--- config.mk ---
export PLATFORM = sky130hd
export DESIGN_NAME = piso_tx
export DESIGN_NICKNAME = d
export VERILOG_FILES = /design/src/rtl/piso_tx_pkg.sv /design/src/rtl/piso_shreg.sv /design/src/rtl/piso_tx.sv
export SDC_FILE = /design/constraint.sdc
export NUM_CORES = 1
export LEC_CHECK = 0
export BUFFER_PORTS_ARGS = -buffer_cell sky130_fd_sc_hd__buf_4
export CELL_PAD_IN_SITES_DETAIL_PLACEMENT = 1
export CELL_PAD_IN_SITES_GLOBAL_PLACEMENT = 1
export CORE_MARGIN = 4
export CORE_UTILIZATION = 37
export CTS_CLUSTER_SIZE = 28
export DETAILED_ROUTE_END_ITERATION = 10
export GPL_ROUTABILITY_DRIVEN = 0
export GPL_TIMING_DRIVEN = 0
export HOLD_SLACK_MARGIN = 0.05
export PLACE_DENSITY = 0.79
export RECOVER_POWER = 50
export SLEW_MARGIN = 20
export SYNTH_ARGS = -nofsm -noshare
export SYNTH_HDL_FRONTEND = slang
export SYNTH_SLANG_ARGS = --single-unit
export TNS_END_PERCENT = 30
--- constraint.sdc ---
create_clock -name CLK -period 1.85 [get_ports CLK]
set_clock_uncertainty 0.2 [all_clocks]
set_input_delay 0.37 -clock CLK [delete_from_list [all_inputs] [get_ports CLK]]
set_output_delay 0.37 -clock CLK [all_outputs]
set_load 0.05 [all_outputs]
--- src/rtl/piso_tx_pkg.sv ---
// Shared definitions for the piso_tx serialiser.
// Optional feature macro: PISO_TX_PARITY_EN (adds the even-parity PAR cycle).
package piso_tx_pkg;

  localparam int unsigned PISO_TX_WIDTH = 8;

  typedef enum logic [1:0] {
`ifdef PISO_TX_PARITY_EN
    IDLE  = 2'd0,
    SHIFT = 2'd1,
    PAR   = 2'd2
`else
    IDLE  = 2'd0,
    SHIFT = 2'd1
`endif
  } piso_state_t;

endpackage

--- src/rtl/piso_shreg.sv ---
// WIDTH-bit loadable left-shift register; zeros enter at the LSB.
// Reset has priority over load, load has priority over shift.
module piso_shreg #(
  parameter int unsigned WIDTH = 8
) (
  input  logic             CLK,
  input  logic             RST,
  input  logic             LD,
  input  logic             SH,
  input  logic [WIDTH-1:0] D,
  output logic             MSB
);

  logic [WIDTH-1:0] q;

  // register update: reset, parallel load, or shift left by one
  always_ff @(posedge CLK) begin
    if (RST) begin
      q <= '0;
    end else if (LD) begin
      q <= D;
    end else if (SH) begin
      q <= {q[WIDTH-2:0], 1'b0};
    end
  end

  assign MSB = q[WIDTH-1];

endmodule

--- src/rtl/piso_tx.sv ---
// Parallel-in serial-out transmitter, MSB first, one bit per CLK.
// Optional feature macro: PISO_TX_PARITY_EN (one even-parity bit after the data).
module piso_tx
  import piso_tx_pkg::*;
#(
  parameter int unsigned WIDTH = PISO_TX_WIDTH
) (
  input  logic             CLK,
  input  logic             RST,
  input  logic [WIDTH-1:0] DIN,
  input  logic             LOAD,
  output logic             READY,
  output logic             SOUT,
  output logic             FRAME,
  output logic             DONE
);

  localparam int unsigned CW = $clog2(WIDTH + 1);
  localparam logic [CW-1:0] LAST = CW'(WIDTH - 1);

  piso_state_t      state_q, state_d;
  logic [CW-1:0]    cnt_q;
  logic             done_q;
  logic             ld, sh;
  logic [WIDTH-1:0] ld_data;
  logic             load_acc;
`ifdef PISO_TX_PARITY_EN
  logic             par_q;
`endif

  assign load_acc = (state_q == IDLE) && LOAD;

  // next-state and shift-register control
  // The parity bit is reloaded into the MSB on the last data edge, so SOUT
  // stays a direct flop output in every state, including PAR.
  always_comb begin
    state_d = state_q;
    ld      = 1'b0;
    sh      = 1'b0;
    ld_data = DIN;
    case (state_q)
      IDLE: begin
        if (LOAD) begin
          ld      = 1'b1;
          state_d = SHIFT;
        end
      end
      SHIFT: begin
        if (cnt_q == LAST) begin
`ifdef PISO_TX_PARITY_EN
          ld      = 1'b1;
          ld_data = {par_q, {(WIDTH-1){1'b0}}};
          state_d = PAR;
`else
          sh      = 1'b1;
          state_d = IDLE;
`endif
        end else begin
          sh = 1'b1;
        end
      end
`ifdef PISO_TX_PARITY_EN
      PAR: begin
        sh      = 1'b1;
        state_d = IDLE;
      end
`endif
      default: state_d = IDLE;
    endcase
  end

  // state, bit counter, done pulse and parity registers
  always_ff @(posedge CLK) begin
    if (RST) begin
      state_q <= IDLE;
      cnt_q   <= '0;
      done_q  <= 1'b0;
`ifdef PISO_TX_PARITY_EN
      par_q   <= 1'b0;
`endif
    end else begin
      state_q <= state_d;
      done_q  <= (state_q != IDLE) && (state_d == IDLE);
      if (load_acc) begin
        cnt_q <= '0;
      end else if (state_q == SHIFT) begin
        cnt_q <= cnt_q + CW'(1);
      end
`ifdef PISO_TX_PARITY_EN
      if (load_acc) begin
        par_q <= ^DIN;
      end
`endif
    end
  end

  piso_shreg #(.WIDTH(WIDTH)) u_shreg (
    .CLK (CLK),
    .RST (RST),
    .LD  (ld),
    .SH  (sh),
    .D   (ld_data),
    .MSB (SOUT)
  );

  assign READY = (state_q == IDLE);
  assign FRAME = (state_q != IDLE);
  assign DONE  = done_q;

endmodule

**Word-level counts from Yosys, hierarchy flattened**

Cells that the tools add are included.

- Bits in registers: 15
- Input bits: 11

- Multiplexer cells: 8
- Eq/ne operators: 2
- Reductions and logical operators: 7
- $add $sub $neg: 1

Operators with widths:

| operator | number |
|---|---|
| $mux 8 | 2 |
| $add 4x1->4 const B | 1 |
| $eq 4x3->1 const B | 1 |
| $logic_not 2->1 | 2 |
| $mux 2 | 2 |
| $pmux 2 s2 | 1 |
| $reduce_bool 2->1 | 2 |
| $mux 1 | 3 |
| $eq 2x1->1 const B | 1 |
| $logic_and 1x1->1 | 2 |
| $reduce_or 2->1 | 1 |

**Depth between registers and ports, before layout**

Gate-level depths: netlist of run 1.

- Depth in word-level cells: 5
- Mapped depth: 6
- Gate-level depth less buffers: 5

**Hierarchy**

Synthesis of run 1 repeated with hierarchy kept, for this count alone.

- Cell total of the unflattened synthesis: 66
- Area, all modules: 660.6 um^2

By module, submodules not included:

| module | cells each | times used | area an instance (um^2) |
|---|---|---|---|
| piso_shreg | 35 | 1 | 369.1 |
| piso_tx | 31 | 1 | 291.5 |

**Least setup slack after synthesis of run 1**

Ideal clock, no wire load.

- Path type: register -> output
- Start point: register state_q[0]
- End point: output READY
- Setup slack: -56 ps
- Data arrival time: 1336 ps
- Buffers on the path: 1
- Cell stages (with the launch flop): 5
- Path through: dfxtp_1 -> buf_6 -> inv_1 -> nand2_1 -> inv_1

- Longest elaborated chain between the ends: 1

RTL lines:

| what | line | RTL |
|---|---|---|
| start, declared | piso_tx.sv:21 | `piso_state_t state_q, state_d;` |
| start signal, assigned | piso_tx.sv:82 | `state_q <= state_d;` |
| $logic_not 2->1 | piso_tx.sv:106 | `assign READY = (state_q == IDLE);` |
| end, declared | piso_tx.sv:12 | `output logic READY,` |

No other way between the ends.

**Final worst setup path of run 1**

Same ends and word-level chain as after synthesis.

==> results of run 1 <==
-- through the flow --
step / setup slack, ps / util, % / std cells
3_5_place_dp: 289.3 / 47.33 / 110
6_report: 79.22 / 50.48 / 117
3_3_place_gp: 292.2 / 47.33 / 110
2_1_floorplan: 162.8 / - / 71
5_1_grt: 3.794 / 50.48 / 117
4_1_cts: 37.96 / 49.52 / 115
-- path summary, 6_finish.rpt --
check	startpoint	slack, ps	end	cells after the start
worst max-delay path	state_q[0]	80	READY	5
worst min-delay path	DIN[0]	130	u_shreg.q[0]	3
worst max register to register	state_q[0]	290	cnt_q[2]	5
worst min register to register	u_shreg.q[0]	280	u_shreg.q[0]	2
-- repair_timing --
| item | in CTS | in global routing |
|---|---|---|
| buffers inserted | 1 | 2 |
| setup endpoints to repair | 1 | 2 |
| gates resized for setup | 2 | 1 |
-- power groups by stage --
stage          sequential [uW]  combinational [uW]  clock [uW]
2_1_floorplan              365                70.1           0
3_3_place_gp               357                 117           0
3_5_place_dp               358                 118           0
4_1_cts                    350                 122         201
5_1_grt                    354                 136         221
6_report                   351                 125         197
-- critical path: stages, from the launching register on --
cell,delay [ps]
dfxtp_1,330
buf_6,110
clkinvlp_4,100
nand2_2,100
clkinvlp_4,90
buf_4,180
-- metal layers --
metal / vias to the layer above / global-route usage, % / routed length, um
met5: - / 0 / 0
met4: 0 / 6.726 / 34
met3: 5 / 3.858 / 81
met2: 10 / 21.74 / 743
met1: 260 / 17.18 / 666
li1: 295 / - / -
-- Yosys cell counts --
library cell,n
dfxtp_1,15
nor2_1,13
a211oi_1,7
inv_1,4
o22ai_1,4
nand3_1,3
a21oi_1,2
buf_6,2
mux2i_1,2
nand2b_1,2
o2bb2ai_1,2
xor2_1,2
a21oi_2,1
a31o_2,1
a41oi_1,1
clkbuf_1,1
conb_1,1
ha_1,1
nand2_1,1
nand2b_4,1
nand3b_1,1
o21ai_0,1
o21ba_2,1
or3_4,1
or3b_4,1
-- placed cells by master (no fill, tap or decap), types with 2 or more instances in the layout --
cell	count
clkbuf_1	2
o22ai_1	4
clkbuf_4	3
a21oi_1	2
nand3_1	3
clkinvlp_4	2
xor2_1	2
a211oi_1	7
nand2b_1	2
dfxtp_1	14
buf_4	17
o2bb2ai_1	2
buf_6	2
mux2i_1	2
nor2_1	13
-- logic make-up (layout without fill, tap and decap cells) --
logic type / count (synthesis) / in the layout
xor gates and xnor gates: 2 / 2
other: 1 / 1
buffers and inverters: 7 / 28
DFF: 15 / 15
and+or+nand+nor: 23 / 23
muxes: 2 / 2
AOI/OAI and AO/OA: 20 / 20
adders and majority gates: 1 / 1
-- registers in the layout, summed over array words and instances, names as in the netlist --
signal,count
state_q,2
DONE,1
cnt_q,4
u_shreg.q,8
-- final cells by class --
cell class | count | area, um^2 | share of cell area [%]
timing repair buffer | 17 | 127.6 | 14.80
sequential | 15 | 301.5 | 34.98
multi-input combinational | 49 | 326.6 | 37.88
clock buffer | 4 | 26.28 | 3.048
inverter | 4 | 22.52 | 2.612
buffer | 3 | 26.28 | 3.048
tap | 25 | 31.28 | 3.628
==> results by group, run 1 <==
Routing
  • Drt first-iter violations: 3
  • DRT antenna net count: 0
  • Vias: 570
  • TritonRoute pass-1 iters: 4
  • Post-route DRC: 0
  • Vias per inst: roughly 4.9
  • Mean routed wirelength per cell: 13.03 um
  • Final WL: 1.525 mm

Clocking
  • Clock sink count: 15
  • Longest Clk Path Bufs: 2
  • Hold-fix buffers at CTS: 0
  • CTS Buf Count: 3
  • Clk root buf: clkbuf_4
  • CTS clk-pin slew, worst paths: 100 ps
  • Clk_lat worst skew: 290 ps
  • CTS H-tree lvls: 1
  • CTS tree: built

Timing
  • RSZ-0062 raised after global routing: no
  • Hold Vio Cnt, Final: 0
  • Worst hold slack: approximately 130 ps
  • Tcrit/Tclk final: between 90% and 100%
  • Final Setup Violations: 0
  • Slew Limit Fails: 0
  • Highest clock rate: 0.5647 GHz
  • Period minus WS final: 1771 ps
  • Sum Neg Setup Slack: 0 ps

Logic synthesis
  • Post-synthesis mux area share: 3.008%
  • Synth Area in Compound Gates: 21.99%
  • Synth cell types: 25
  • Largest family of logic cells by synthesized area: compound AO/OA/AOI/OAI gates
  • Area contributors post-synth: dfxtp_1, a211oi_1, nor2_1
  • Synth Area in Simple Gates: 18.61%
  • Ys Warns: 0
  • XOR/XNOR share of the synthesized area: approximately 2.6%
  • Synth Instances: 71
  • Post-synth top area share: 45.11%
  • Adder and majority gate portion of the synthesized area: 1.880%
  • Sequential area share after synthesis: 45.11%
  • Post-synthesis cell area: 665.6 um^2
  • Mapped Avg Cell Area: 9.375 um^2
  • Post-synthesis sequential element count: 15
  • Syn nets: 83
  • Post-synth top area cell: dfxtp_1

Power and ir drop
  • Combinational Power Share: 18.6%
  • Net switching fraction of the power: about 29%
  • Maximum VDD drop: 0.3648 mV
  • Sequential share of power: 52.1%
  • Power per cell area: 780.4 nW/um^2
  • Power, Total: around 670 uW
  • Clock Power Share: 29.3%
  • Leakage: 0.0003609 uW
  • Switching component of the power: 192.1 uW
  • Cell internal pwr: 480.7 uW

Job
  • Max-cap violations: 0

Floorplanning
  • Core Box Area: 1708 um^2
  • Die W: 50.42 um
  • FP Rows: 15
  • Die height: between 50 and 60 um
  • Starting Density: 38.97%
  • Die ar.: 2542 um^2
  • I/O pins: 15

Outcome
  • Status: complete, no violations

Worst setup path
  • Arr. time, crit path: 1200 ps
  • CP required: roughly 1300 ps
  • CP Launch Type: flip-flop
  • CP Max Fanout: 4
  • Setup crit end kind: output pin
  • Crit Path Category: flip-flop to output pin

Placement
  • Number of buffers added on ports: 14
  • DP Area: roughly 800 um^2
  • DP HPWL: 1.006 mm

Global routing
  • Largest net degree at the start of global routing: 11
  • Overall Global Routing Usage: roughly 14%
  • First-pass GRT wire length: roughly 2.6 mm
  • Vias in the first global route: 533
  • Initial antenna violation count: 0
  • Total grt overflow: 0

Layout
  • ANT cells: 0
  • Layout Area Growth over Synthesis: 29.51%
  • Layout cells sized above 1: 34.78%
  • Post-route cell area: approximately 860 um^2
  • Fill cell total of the finished layout: 204
  • Layout net count: 105

Min path
  • Hold/Removal Path Class: input port to flip-flop
No activity file was read; power rests on OpenSTA's default activity.
==> inputs of run 2 (changes only) <==
--- a/config.mk
+++ b/config.mk
@@ -9,13 +9,13 @@
 export CELL_PAD_IN_SITES_DETAIL_PLACEMENT = 1
 export CELL_PAD_IN_SITES_GLOBAL_PLACEMENT = 1
 export CORE_MARGIN = 4
-export CORE_UTILIZATION = 37
+export CORE_UTILIZATION = 40
 export CTS_CLUSTER_SIZE = 28
 export DETAILED_ROUTE_END_ITERATION = 10
 export GPL_ROUTABILITY_DRIVEN = 0
 export GPL_TIMING_DRIVEN = 0
 export HOLD_SLACK_MARGIN = 0.05
-export PLACE_DENSITY = 0.79
+export PLACE_DENSITY = 0.84
 export RECOVER_POWER = 50
 export SLEW_MARGIN = 20
 export SYNTH_ARGS = -nofsm -noshare
==> constraint.sdc (replaced) <==
create_clock -name CLK -period 2.15 [get_ports CLK]
set_clock_uncertainty 0.2 [all_clocks]
set_input_delay 0.43 -clock CLK [delete_from_list [all_inputs] [get_ports CLK]]
set_output_delay 0.43 -clock CLK [all_outputs]
set_load 0.05 [all_outputs]
==> run 2 against run 1 <==
Net effect:
- cell count shrank 10%
- design area shrank 5.2%
- total power shrank 16%
- routed wire length increased by 0.66%
==> results by group, run 2 (synthesis gave the netlist of run 1 again) <==
Floorplanning
  • Die height: slightly below 50 um
  • I/O pins: 15
  • Starting Density: 43.18%
  • Die W: 48.80 um
  • Core Box Area: around 1500 um^2
  • Die ar.: 2381 um^2
  • FP Rows: 14

Timing
  • Highest clock rate: 0.5170 GHz
  • Sum Neg Setup Slack: 0 ps
  • Hold Vio Cnt, Final: 0
  • RSZ-0062 raised after global routing: no
  • Slew Limit Fails: 0
  • Tcrit/Tclk final: 89.96%
  • Final Setup Violations: 0
  • Period minus WS final: 1934 ps

Routing
  • TritonRoute pass-1 iters: 1
  • Mean routed wirelength per cell: 14.62 um
  • Post-route DRC: 0
  • Vias: ~570
  • Drt first-iter violations: 0
  • Vias per inst: between 5 and 6
  • Final WL: roughly 1.5 mm
  • DRT antenna net count: 0

Min path
  • Hold/Removal Path Class: input port to flip-flop
  • Hold wc startpoint: DIN[0]

Layout
  • ANT cells: 0
  • Largest regs: u_shreg.q x8, cnt_q x4, state_q x2
  • Layout cells sized above 1: 28.09%
  • Commonest non-fill, non-tap cell in the layout: dfxtp_1
  • Largest register FFs: 8
  • Most frequent cells in the layout: dfxtp_1, buf_4, nor2_1
  • Layout Area Growth over Synthesis: 22.74%
  • Reg with most FFs: u_shreg.q
  • Layout net count: 102
  • Fill cell total of the finished layout: 195

Worst setup path
  • CP required: 1520 ps
  • Worst setup path startpoint: state_q[0]
  • Peak per-stage delay on the critical path: 320 ps
  • Arr. time, crit path: 1300 ps
  • R2r startpoint: state_q[0]
  • Top cell by count, worst path: inv_1
  • CP Max Fanout: 9
  • Critical path's slowest cell: dfxtp_1
  • Crit Path Category: flip-flop to output pin
  • Setup crit end kind: output pin
  • Critical-path cell list: buf_6 -> inv_1 -> nand2_1 -> inv_1 -> buf_4
  • CP Launch Type: flip-flop

Job
  • Max-cap violations: 0

Clocking
  • Clk_lat worst skew: ~290 ps
  • CTS tree: built
  • Setup Buffers After CTS: 0
  • CTS H-tree lvls: 1
  • Clock sink count: 15
  • Post-cts sizing count: 0
  • CTS clk-pin slew, worst paths: about 90 ps
  • Clk root buf: clkbuf_4
  • CTS Buf Count: 3
  • Longest Clk Path Bufs: 2
  • Hold-fix buffers at CTS: 0

Power and ir drop
  • Leakage: 0.0003486 uW
  • Maximum VDD drop: 0.3708 mV
  • Power per cell area: 693.6 nW/um^2
  • Power, Total: 566.7 uW

Global routing
  • Vias in the first global route: 614
  • First-pass GRT wire length: 2.691 mm
  • Largest net degree at the start of global routing: 11
  • Initial antenna violation count: 0
  • Overall Global Routing Usage: between 10 and 15%
  • Total grt overflow: 0

Outcome
  • Status: complete, no violations

Placement
  • Number of buffers added on ports: 14
  • DP HPWL: 1.187 mm
run 2: cell count changes in the layout (fill, tap and decap cells not counted):
cell,previous run,this run
o21ba_1,1,0
dfxtp_2,1,0
dfxtp_1,14,15
clkinvlp_4,2,0
o21ba_2,0,1
inv_2,1,0
buf_4,17,14
nand2_2,1,0
inv_1,1,4
nand2_1,0,1
run 2: stage by stage:
step	hold WS (ps)	instances	worst slack, ps	utilization [%]	instance area (um^2)
after floorplan	247.2	71	184.3	-	665.6
after global placement	268.0	101	549.1	51.30	790.8
after detailed placement	276.6	101	525.4	51.30	790.8
after CTS	190.3	105	194.8	53.00	817.0
after global routing	199.2	105	60.97	53.00	817.0
final	195.4	105	215.9	53.00	817.0
run 2: path summary, 6_finish.rpt:
path             endpoint  slack (ps)  cells after the start
max reg2reg      cnt_q[1]         710                      4
min reg2reg  u_shreg.q[0]         280                      2
max                 READY         220                      5
min          u_shreg.q[0]         200                      3
run 2: worst max-delay path, delay by kind of cell, from the launching register on:
family / cells / cell delay [ps]
simple gates: 1 / 110
buf+inv: 4 / 600
flops: 1 / 320
run 2: area by class of cell:
| class | instances | area, um^2 | share of cell area (%) |
|---|---|---|---|
| multi-input combinational | 49 | 324.1 | 39.66 |
| sequential | 15 | 300.3 | 36.75 |
| timing repair buffer | 14 | 105.1 | 12.86 |
| clock buffer | 4 | 26.28 | 3.216 |
| buffer | 3 | 26.28 | 3.216 |
| tap | 16 | 20.02 | 2.450 |
| inverter | 4 | 15.01 | 1.838 |
run 2: power by group:
group | internal [uW] | switching, uW
clock network | 72.2 | 91.2
logic | 44.0 | 57.7
registers | 293 | 8.81
run 2: routing by layer:
layer | track usage, % | part of all wire (%)
met4 | 9.417 | 2.3
met2 | 25.22 | 52
met1 | 15.89 | 41
met5 | 0 | 0
met3 | 3.364 | 3.8
==> inputs of run 3 (changes only) <==
==> constraint.sdc (replaced) <==
create_clock -name CLK -period 2.15 [get_ports CLK]
set_clock_uncertainty 0.2 [all_clocks]
set_input_delay 0.1075 -clock CLK [delete_from_list [all_inputs] [get_ports CLK]]
set_output_delay 0.1075 -clock CLK [all_outputs]
set_load 0.05 [all_outputs]
==> run 3 against run 2 <==
Net effect:
- count of clock-buffer cells in the layout is the same
- utilization increased by 6.0 points
- register-to-register slack got worse by 430 ps
- die area stayed put
- combinational power increased by 16%
- via count rose by 8.8%
- setup slack better by 68 ps
- global-route usage is 4.9 points higher
- critical path type is now flip-flop to flip-flop
==> results by group, run 3 (synthesis gave the netlist of run 1 again) <==
Worst setup path
  • CP Launch Type: flip-flop
  • Critical path's slowest cell: dlygate4sd3_1
  • Peak per-stage delay on the critical path: 570 ps
  • Setup crit end kind: flip-flop
  • CP required: 2150 ps
  • Worst setup path startpoint: state_q[0]
  • CP Max Fanout: 9
  • Arr. time, crit path: 1870 ps
  • Crit Path Category: flip-flop to flip-flop
  • R2r startpoint: state_q[0]
  • Critical-path cell list: buf_6 -> inv_1 -> o2bb2ai_1 -> dlygate4sd3_1 -> a211oi_1
  • Slack of the worst reg-to-reg path: roughly 280 ps

Timing
  • Final Setup Violations: 0
  • Slew HR: 60.81%
  • Period minus WS final: between 1500 and 2000 ps
  • Worst-Margin Slew: roughly 590 ps
  • Sum Neg Setup Slack: 0 ps
  • Highest clock rate: 0.5359 GHz
  • Tcrit/Tclk final: 86.80%
  • RSZ-0062 raised after global routing: no
  • Hold Vio Cnt, Final: 0
  • Slew Limit Fails: 0
  • Final WS setup: 283.9 ps

Clocking
  • Setup Buffers After CTS: 0
  • Clk root buf: clkbuf_4
  • Clock sink count: 15
  • Clk_lat worst skew: 300 ps
  • CTS clk-pin slew, worst paths: roughly 100 ps
  • Post-cts sizing count: 0
  • Hold-fix buffers at CTS: 10
  • CTS tree: built
  • CTS H-tree lvls: 1
  • CTS Buf Count: 3
  • Longest Clk Path Bufs: 2

Min path
  • Hold wc startpoint: DIN[2]
  • Hold/Removal Path Class: input port to flip-flop

Layout
  • Reg with most FFs: u_shreg.q
  • Post-route cell area: ~910 um^2
  • Largest regs: u_shreg.q x8, cnt_q x4, state_q x2
  • Final Instance Count excl. Fillers: 115
  • Layout Area Growth over Synthesis: 36.65%
  • Layout cells sized above 1: 22.22%
  • Largest register FFs: 8
  • Layout net count: 112
  • Commonest non-fill, non-tap cell in the layout: dfxtp_1
  • Most frequent cells in the layout: dfxtp_1, nor2_1, buf_4
  • Fill cell total of the finished layout: 178
  • ANT cells: 0

Routing
  • TritonRoute pass-1 iters: 4
  • Vias per inst: 5.374
  • Post-route DRC: 0
  • Mean routed wirelength per cell: 17.13 um
  • Vias: 618
  • Drt first-iter violations: 3
  • Final WL: between 1.5 and 2 mm
  • DRT antenna net count: 0

Floorplanning
  • FP Rows: 14
  • Die W: 48.80 um
  • Core Box Area: 1541 um^2
  • Die height: approximately 49 um
  • Die ar.: approximately 2400 um^2
  • I/O pins: 15
  • Starting Density: 43.18%

Global routing
  • Overall Global Routing Usage: 19.53%
  • First-pass GRT wire length: 3.353 mm
  • Total grt overflow: 0
  • Largest net degree at the start of global routing: 11
  • Initial antenna violation count: 0
  • Vias in the first global route: roughly 680

Placement
  • Placed cells: 101
  • DP HPWL: 1.187 mm
  • Number of buffers added on ports: 14
  • Pre-CTS setup slack: 718.6 ps
  • DP Area: around 800 um^2

Job
  • Max-cap violations: 0

Power and ir drop
  • Power per cell area: 648.0 nW/um^2
  • Leakage: 0.0003868 uW
  • Maximum VDD drop: 0.4432 mV

Outcome
  • Status: complete, no violations
[run 3: path summary, 6_finish.rpt]
| path | to | cells after the start |
|---|---|---|
| max | u_shreg.q[6] | 5 |
| min | u_shreg.q[2] | 4 |
| max reg2reg | u_shreg.q[6] | 5 |
| min reg2reg | u_shreg.q[0] | 2 |
[run 3: layout make-up]
cell class	count	area, um^2	share of cell area, %
Multi-Input combinational cell	49	324.1	35.63
Sequential cell	15	300.3	33.01
Timing Repair Buffer	24	197.7	21.73
Clock buffer	4	26.28	2.889
Buffer	3	26.28	2.889
Tap cell	16	20.02	2.201
Inverter	4	15.01	1.651
[run 3: metrics by stage]
stage	power (uW)	hold WS, ps	utilization, %
2_1_floorplan	373.0	55.04	-
3_3_place_gp	405.9	179.3	51.30
3_5_place_dp	410.7	185.4	51.30
4_1_cts	590.9	68.37	59.50
5_1_grt	624.8	61.48	59.01
6_report	589.4	79.32	59.01
[run 3: where the power goes]
part | internal [uW] | switching (uW)
sequential | 293 | 9.52
clock | 72.3 | 96.4
combinational | 54.1 | 64.2
total | 419 | 170
[run 3: worst max-delay path, delay by kind of cell, from the launching register on]
kind,cells,cell delay [ps]
buffers and inverters,3,890
AO/OA/AOI/OAI,2,370
flip-flops,1,320
[run 3: routing by layer]
layer | routed length [um] | part of all wire, % | GRT usage (%)
met1 | 786 | 40 | 19.44
met2 | 1025 | 52 | 32.39
met4 | 67 | 3.4 | 15.70
met5 | 0 | 0 | 0
met3 | 91 | 4.6 | 6.728
